## src/rtl/fetch_pkg.sv

```systemverilog
// Shared types and constants for the byte-serial instruction fetch stage.
package fetch_pkg;

  typedef enum logic [1:0] {
    FETCH = 2'd0,
    HOLD  = 2'd1,
    TRAP  = 2'd2
  } fetch_state_e;

  localparam int unsigned INSTR_BYTES = 4;
  localparam int unsigned PC_STEP     = 4;
  localparam logic [31:0] RESET_PC    = 32'h0000_0000;

endpackage

```

## src/rtl/instruction_fetch_if.sv

```systemverilog
// Fetch-stage bus: instruction-memory read port, decode handshake and redirect.
// The misaligned flag exists only when FETCH_MISALIGN_TRAP_EN is defined.
interface instruction_fetch_if #(
  parameter int unsigned ADDR_WIDTH  = 32,
  parameter int unsigned DATA_WIDTH  = 8,
  parameter int unsigned INSTR_WIDTH = 32
);
  logic [ADDR_WIDTH-1:0]  imem_addr;
  logic [DATA_WIDTH-1:0]  imem_data;
  logic [INSTR_WIDTH-1:0] instr;
  logic [ADDR_WIDTH-1:0]  instr_pc;
  logic                   instr_valid;
  logic                   instr_ready;
  logic                   redirect;
  logic [ADDR_WIDTH-1:0]  redirect_pc;
`ifdef FETCH_MISALIGN_TRAP_EN
  logic                   misaligned;

  modport master (
    output imem_addr, instr, instr_pc, instr_valid, misaligned,
    input  imem_data, instr_ready, redirect, redirect_pc
  );
  modport slave (
    input  imem_addr, instr, instr_pc, instr_valid, misaligned,
    output imem_data, instr_ready, redirect, redirect_pc
  );
`else
  modport master (
    output imem_addr, instr, instr_pc, instr_valid,
    input  imem_data, instr_ready, redirect, redirect_pc
  );
  modport slave (
    input  imem_addr, instr, instr_pc, instr_valid,
    output imem_data, instr_ready, redirect, redirect_pc
  );
`endif
endinterface

```

## src/rtl/byte_assembler.sv

```systemverilog
// Little-endian assembly register: byte k of the instruction lands in bits [8k+7:8k].
module byte_assembler #(
  parameter int unsigned DATA_WIDTH  = 8,
  parameter int unsigned INSTR_WIDTH = 32
) (
  input  logic                   clk,
  input  logic                   rst,
  input  logic                   clear_i,
  input  logic                   cap_en_i,
  input  logic [1:0]             cap_idx_i,
  input  logic [DATA_WIDTH-1:0]  data_i,
  output logic [INSTR_WIDTH-1:0] instr_o
);
  logic [INSTR_WIDTH-1:0] asm_q, asm_d;

  // NOTE: every combinational output gets a default first so no path infers a latch.
  always_comb begin
    asm_d = asm_q;
    if (clear_i) begin
      asm_d = '0;
    end else if (cap_en_i) begin
      asm_d[int'(cap_idx_i)*DATA_WIDTH +: DATA_WIDTH] = data_i;
    end
  end

  // NOTE: state registers use non-blocking assignments so all flops update together.
  always_ff @(posedge clk) begin
    if (rst) asm_q <= '0;
    else     asm_q <= asm_d;
  end

  assign instr_o = asm_q;
endmodule

```

## src/rtl/instruction_fetch.sv

```systemverilog
// Fetch stage: four byte reads per instruction, little-endian assembly, valid/ready to decode.
// Optional FETCH_MISALIGN_TRAP_EN parks misaligned reset/redirect targets in a TRAP state.
module instruction_fetch
  import fetch_pkg::*;
#(
  parameter int unsigned           DATA_WIDTH  = 8,
  parameter int unsigned           ADDR_WIDTH  = 32,
  parameter int unsigned           INSTR_WIDTH = 32,
  parameter logic [ADDR_WIDTH-1:0] RESET_PC    = fetch_pkg::RESET_PC
) (
  input logic                 clk,
  input logic                 rst,
  instruction_fetch_if.master bus
);
  fetch_state_e          state_q, state_d;
  logic [ADDR_WIDTH-1:0] pc_q, pc_d;
  logic [ADDR_WIDTH-1:0] instr_pc_q, instr_pc_d;
  logic [2:0]            issue_idx_q, issue_idx_d;
  logic [1:0]            cap_idx_q, cap_idx_d;
  logic                  rd_pend_q, rd_pend_d;
  logic                  asm_clear, cap_en;
  logic                  redirect_trap;

`ifdef FETCH_MISALIGN_TRAP_EN
  localparam fetch_state_e RESET_STATE = (RESET_PC[1:0] != 2'b00) ? TRAP : FETCH;
  assign redirect_trap = (bus.redirect_pc[1:0] != 2'b00);
`else
  localparam fetch_state_e RESET_STATE = FETCH;
  assign redirect_trap = 1'b0;
`endif

  always_ff @(posedge clk) begin
    if (rst) begin
      state_q     <= RESET_STATE;
      pc_q        <= RESET_PC;
      instr_pc_q  <= '0;
      issue_idx_q <= '0;
      cap_idx_q   <= '0;
      rd_pend_q   <= 1'b0;
    end else begin
      state_q     <= state_d;
      pc_q        <= pc_d;
      instr_pc_q  <= instr_pc_d;
      issue_idx_q <= issue_idx_d;
      cap_idx_q   <= cap_idx_d;
      rd_pend_q   <= rd_pend_d;
    end
  end

  // Redirect wins over everything; a HOLD handshake on the same edge still completes
  // because decode samples instr_valid & instr_ready on that edge.
  always_comb begin
    state_d     = state_q;
    pc_d        = pc_q;
    instr_pc_d  = instr_pc_q;
    issue_idx_d = issue_idx_q;
    cap_idx_d   = cap_idx_q;
    rd_pend_d   = 1'b0;
    asm_clear   = 1'b0;
    cap_en      = 1'b0;
    if (bus.redirect) begin
      pc_d        = bus.redirect_pc;
      issue_idx_d = '0;
      cap_idx_d   = '0;
      asm_clear   = 1'b1;
      state_d     = redirect_trap ? TRAP : FETCH;
    end else begin
      case (state_q)
        FETCH: begin
          if (issue_idx_q < 3'(INSTR_BYTES)) begin
            issue_idx_d = issue_idx_q + 3'd1;
            rd_pend_d   = 1'b1;
          end
          // Data for the read issued last cycle is on imem_data now.
          if (rd_pend_q) begin
            cap_en    = 1'b1;
            cap_idx_d = cap_idx_q + 2'd1;
            if (cap_idx_q == 2'(INSTR_BYTES - 1)) begin
              state_d    = HOLD;
              instr_pc_d = pc_q;
            end
          end
        end
        HOLD: begin
          if (bus.instr_ready) begin
            pc_d        = pc_q + ADDR_WIDTH'(PC_STEP);
            issue_idx_d = '0;
            cap_idx_d   = '0;
            asm_clear   = 1'b1;
            state_d     = FETCH;
          end
        end
        default: ;
      endcase
    end
  end

  always_comb begin
    bus.imem_addr = pc_q;
    if (state_q == FETCH) bus.imem_addr = pc_q + ADDR_WIDTH'(issue_idx_q[1:0]);
  end

  assign bus.instr_valid = (state_q == HOLD);
  assign bus.instr_pc    = instr_pc_q;
`ifdef FETCH_MISALIGN_TRAP_EN
  assign bus.misaligned  = (state_q == TRAP);
`endif

  byte_assembler #(
    .DATA_WIDTH  (DATA_WIDTH),
    .INSTR_WIDTH (INSTR_WIDTH)
  ) u_byte_assembler (
    .clk       (clk),
    .rst       (rst),
    .clear_i   (asm_clear),
    .cap_en_i  (cap_en),
    .cap_idx_i (cap_idx_q),
    .data_i    (bus.imem_data),
    .instr_o   (bus.instr)
  );
endmodule
```

## src/flat_wrapper.sv

```systemverilog
// flat-port wrapper written by rule: the top's interface ports become plain ports
module instruction_fetch_flat import fetch_pkg::*;
#(
  parameter int unsigned           DATA_WIDTH  = 8,
  parameter int unsigned           ADDR_WIDTH  = 32,
  parameter int unsigned           INSTR_WIDTH = 32,
  parameter logic [ADDR_WIDTH-1:0] RESET_PC    = fetch_pkg::RESET_PC
)
  (clk, rst, bus_imem_addr, bus_instr, bus_instr_pc, bus_instr_valid, bus_imem_data, bus_instr_ready, bus_redirect, bus_redirect_pc);
  instruction_fetch_if #(.ADDR_WIDTH(ADDR_WIDTH), .DATA_WIDTH(DATA_WIDTH), .INSTR_WIDTH(INSTR_WIDTH)) bus_i ();
  input logic clk;
  input logic rst;
  output wire logic [$bits(bus_i.imem_addr)-1:0] bus_imem_addr;
  output wire logic [$bits(bus_i.instr)-1:0] bus_instr;
  output wire logic [$bits(bus_i.instr_pc)-1:0] bus_instr_pc;
  output wire logic [$bits(bus_i.instr_valid)-1:0] bus_instr_valid;
  input wire logic [$bits(bus_i.imem_data)-1:0] bus_imem_data;
  input wire logic [$bits(bus_i.instr_ready)-1:0] bus_instr_ready;
  input wire logic [$bits(bus_i.redirect)-1:0] bus_redirect;
  input wire logic [$bits(bus_i.redirect_pc)-1:0] bus_redirect_pc;
  assign bus_imem_addr = bus_i.imem_addr;
  assign bus_instr = bus_i.instr;
  assign bus_instr_pc = bus_i.instr_pc;
  assign bus_instr_valid = bus_i.instr_valid;
  assign bus_i.imem_data = bus_imem_data;
  assign bus_i.instr_ready = bus_instr_ready;
  assign bus_i.redirect = bus_redirect;
  assign bus_i.redirect_pc = bus_redirect_pc;
  instruction_fetch #(.DATA_WIDTH(DATA_WIDTH), .ADDR_WIDTH(ADDR_WIDTH), .INSTR_WIDTH(INSTR_WIDTH), .RESET_PC(RESET_PC)) u_core (.clk(clk), .rst(rst), .bus(bus_i));
endmodule
```

## config.mk

```make
export PLATFORM = sky130hd
export DESIGN_NAME = instruction_fetch_flat
export DESIGN_NICKNAME = d
export VERILOG_FILES = /design/src/rtl/fetch_pkg.sv /design/src/rtl/instruction_fetch_if.sv /design/src/rtl/byte_assembler.sv /design/src/rtl/instruction_fetch.sv /design/src/flat_wrapper.sv
export SDC_FILE = /design/constraint.sdc
export NUM_CORES = 1
export LEC_CHECK = 0
export ABC_CLOCK_PERIOD_IN_PS = 3700
export CORE_UTILIZATION = 30
export DETAILED_ROUTE_END_ITERATION = 8
export PLACE_DENSITY = 0.51
export SKIP_CTS_REPAIR_TIMING = 1
export SLEW_MARGIN = 20
export SYNTH_ARGS = -nofsm -noshare
export SYNTH_HDL_FRONTEND = slang
export SYNTH_SLANG_ARGS = --single-unit
```

## constraint.sdc

```tcl
create_clock -name clk -period 3.7 [get_ports clk]
set_input_delay 0.37 -clock clk [delete_from_list [all_inputs] [get_ports clk]]
set_output_delay 0.37 -clock clk [all_outputs]
set_load 0.02 [all_outputs]
```

==> results.py <==
metrics = {
    "outcome": {
        "status": "finished, final reports clean",
    },
    "sta": {
        "rsz0062_at_grt": "no",
        "slew_violations": 0,
        "fmax_ghz": 0.295,
        "hold_viol": 0,
        "skew_ns": 0.0121,
        "finalCritPeriodShare": 0.916,
        "tightest_slew_ns": 0.979,
        "setup-violations-final": 0,
        "period_minus_slack_ns": 3.39,
        "slew-limit-headroom": 0.346,
    },
    "setup_path": {
        "critPathMaxFanout": 10,
        "r2r_start": "u_core.state_q[0]",
        "startpoint_type": "register",
        "path_class": "register to primary output",
        "worstPathCellList": "ha_1 -> inv_1 -> fa_1 -> nor2_2 -> nand3_2 -> nor3_1 -> xor2_1 -> clkdlybuf4s50_1",
        "cp-end-kind": "primary output",
        "cpPeakStageDelay_ns": 0.63,
        "r2r_end": "u_core.pc_q[24]",
        "reg2reg_depth": 5,
        "reg2reg_slack_ns": 1.36,
        "crit_slowest_cell": "clkdlybuf4s50_1",
        "worstPathRequired_ns": 3.33,
        "arrival_ns": 3.02,
    },
    "cts": {
        "cts_sinks": 103,
        "insertion_delay_ns": 0.36,
        "numCtsBuffers": 9,
        "clkTransAtPathRegs_ns": 0.07,
        "cts_tree": "done",
        "clock_path_buffers": 2,
        "htree_num_levels": 3,
        "cts-root-buf": "clkbuf_16",
    },
    "drt": {
        "drtIter0Drc": 423,
        "ant_nets": 0,
        "route.vias.total": 4988,
        "drc": 0,
        "post_drt_wl_per_cell_um": 16.3,
        "vias_per_cell": 5.11,
        "dr.pass1.iters": 7,
        "totalWireLength_um": 15900,
    },
    "final_layout": {
        "layout_common_cells": "139 x clkdlybuf4s50_1, 119 x nand2_1, 103 x dfxtp_1",
        "area_delta_synth_final_pct": 34.6,
        "seq_area_um2": 2060,
        "fin_util": 0.418,
        "multi_input_area_um2": 2820,
        "fin_nets": 807,
        "antennaDiodeCount": 0,
        "final_area_um2": 6980,
        "nFillCells": 1683,
        "mostFrequentLayoutCell": "clkdlybuf4s50_1",
        "drive_above_1_share": 0.0569,
    },
    "logic_synthesis": {
        "ys_async_sr_fraction": 0,
        "synthesis.area_um2": 5180,
        "syn_avg_cell_area_um2": 8.01,
        "ys.flop_type": "dfxtp_1",
        "synth-seq-cells": 103,
        "synth_cell_type_count": 52,
        "synth-edff-count": 0,
        "yosysWarnings": 0,
        "synth_nets": 702,
        "yosysSeqAreaShare": 0.398,
        "postSynthCellCount": 647,
    },
    "floorplan": {
        "die_y_um": 133,
        "coreArea_um2": 16700,
        "num_rows": 47,
        "io_pins": 141,
        "die_w_um": 133,
        "start_util": 0.310,
        "die-area_um2": 17800,
    },
    "placed_design": {
        "place_congestion": 0.797,
        "hpwl_um": 11600,
        "portBuffers": 140,
        "dpl-instance-area_um2": 6670,
    },
    "power_and_ir_drop": {
        "leakage_nw": 2.28,
        "p_per_area_nw_per_um2": 350,
        "vdd_drop_max_mv": 0.247,
    },
    "global_route": {
        "grt.overflow.total": 0,
        "grt_pass1_vias": 4710,
        "grt_max_degree": 50,
        "track_usage": 0.183,
        "grt_antenna_before_repair": 0,
        "grt_first_pass_wirelength_um": 25700,
    },
    "job": {
        "max_cap_viol_count": 0,
    },
    "min_path": {
        "worstHoldPathType": "register to register",
        "hold_end": "u_core.u_byte_assembler.instr_o[10]",
        "hold_start": "u_core.u_byte_assembler.instr_o[10]",
        "worstHoldPathCells": 2,
    },
}
layer usage:
layer  wire (um)  track usage  vias up
met5           0            0        -
met4         244       0.0455        0
met3        1020       0.0521       17
met2        7080        0.281      183
met1        7590        0.251     2310
li1            -            -     2478
report_power, final:
group | internal [W] | switching [W]
registers | 0.00113 | 0.0000586
logic | 0.000132 | 0.000135
clock network | 0.000540 | 0.000438
worst max-delay path: cells and delay by family (launching register included):
kind / cells / cell delay [ns]
flip-flops: 1 / 0.38
buffers and inverters: 2 / 0.69
AND/OR/NAND/NOR: 3 / 0.82
adder cells (fa/ha/maj): 2 / 0.60
XOR/XNOR: 1 / 0.18
final cells by class:
| type | instances | share of cell area |
|---|---|---|
| tap | 220 | 0.0395 |
| sequential | 103 | 0.296 |
| timing repair buffer | 149 | 0.210 |
| clock inverter | 5 | 0.00843 |
| clock buffer | 10 | 0.0343 |
| multi-input combinational | 474 | 0.404 |
| inverter | 15 | 0.00807 |
per-stage QoR:
step	total power, W	worst slack (ns)	std cells	hold slack, ns	setup TNS, ns
after floorplan	0.00135	1.24	647	0.452	0
after global placement	0.00148	0.516	961	0.441	0
after detailed placement	0.00148	0.415	961	0.448	0
after CTS	0.00247	-0.00644	976	0.455	-0.00644
after global routing	0.00254	0.0610	976	0.470	0
final	0.00244	0.312	976	0.450	0
synthesized netlist by cell type, types with 4 or more instances:
cell type	instances	share of area
nor4_1	6	0.0072
a21oi_1	69	0.067
xor2_1	17	0.029
and4_1	10	0.017
nand2_1	119	0.086
buf_4	5	0.0072
dfxtp_1	103	0.40
nor3_1	16	0.015
clkbuf_1	27	0.020
a2111oi_0	5	0.0084
nor2_1	43	0.031
xnor2_1	23	0.039
or4_1	6	0.0087
buf_2	18	0.017
mux2i_1	4	0.0077
a311oi_1	11	0.019
inv_1	15	0.011
o21ai_0	5	0.0048
o31ai_1	7	0.010
or3_1	5	0.0060
and2_1	6	0.0072
nand3_1	47	0.045
a211oi_1	15	0.022
ha_1	10	0.024
nand4_1	14	0.017
cells by family (layout without fill, tap and decap cells):
family	count (synthesis)	after routing	share of synthesized area
flops	103	103	0.398
compound gates	121	121	0.147
buf+inv	70	179	0.0592
simple gates	297	297	0.291
xor+xnor	40	40	0.0676
mux	5	5	0.00990
fa+ha+maj	11	11	0.0280
flip-flops by register name, summed over array words and instances, names as in the netlist:
name                             count
u_core.issue_idx_q                   3
u_core.state_q                       1
u_core.pc_q                         32
u_core.cap_idx_q                     2
u_core.bus.instr_pc                 32
u_core.rd_pend_q                     1
u_core.u_byte_assembler.instr_o     32
how the worst max path moves through the flow:
stage	startpoint	end	slack, ns
finish	u_core.issue_idx_q[0]	bus_imem_addr[22]	0.31
global route	u_core.issue_idx_q[0]	bus_imem_addr[28]	0.06
CTS	u_core.issue_idx_q[0]	bus_imem_addr[22]	-0.006
detailed placement	u_core.issue_idx_q[0]	bus_imem_addr[22]	0.41
global placement	u_core.issue_idx_q[0]	bus_imem_addr[30]	0.52
floorplan	u_core.issue_idx_q[0]	bus_imem_addr[18]	1.24
No activity file was read; power rests on OpenSTA's default activity.
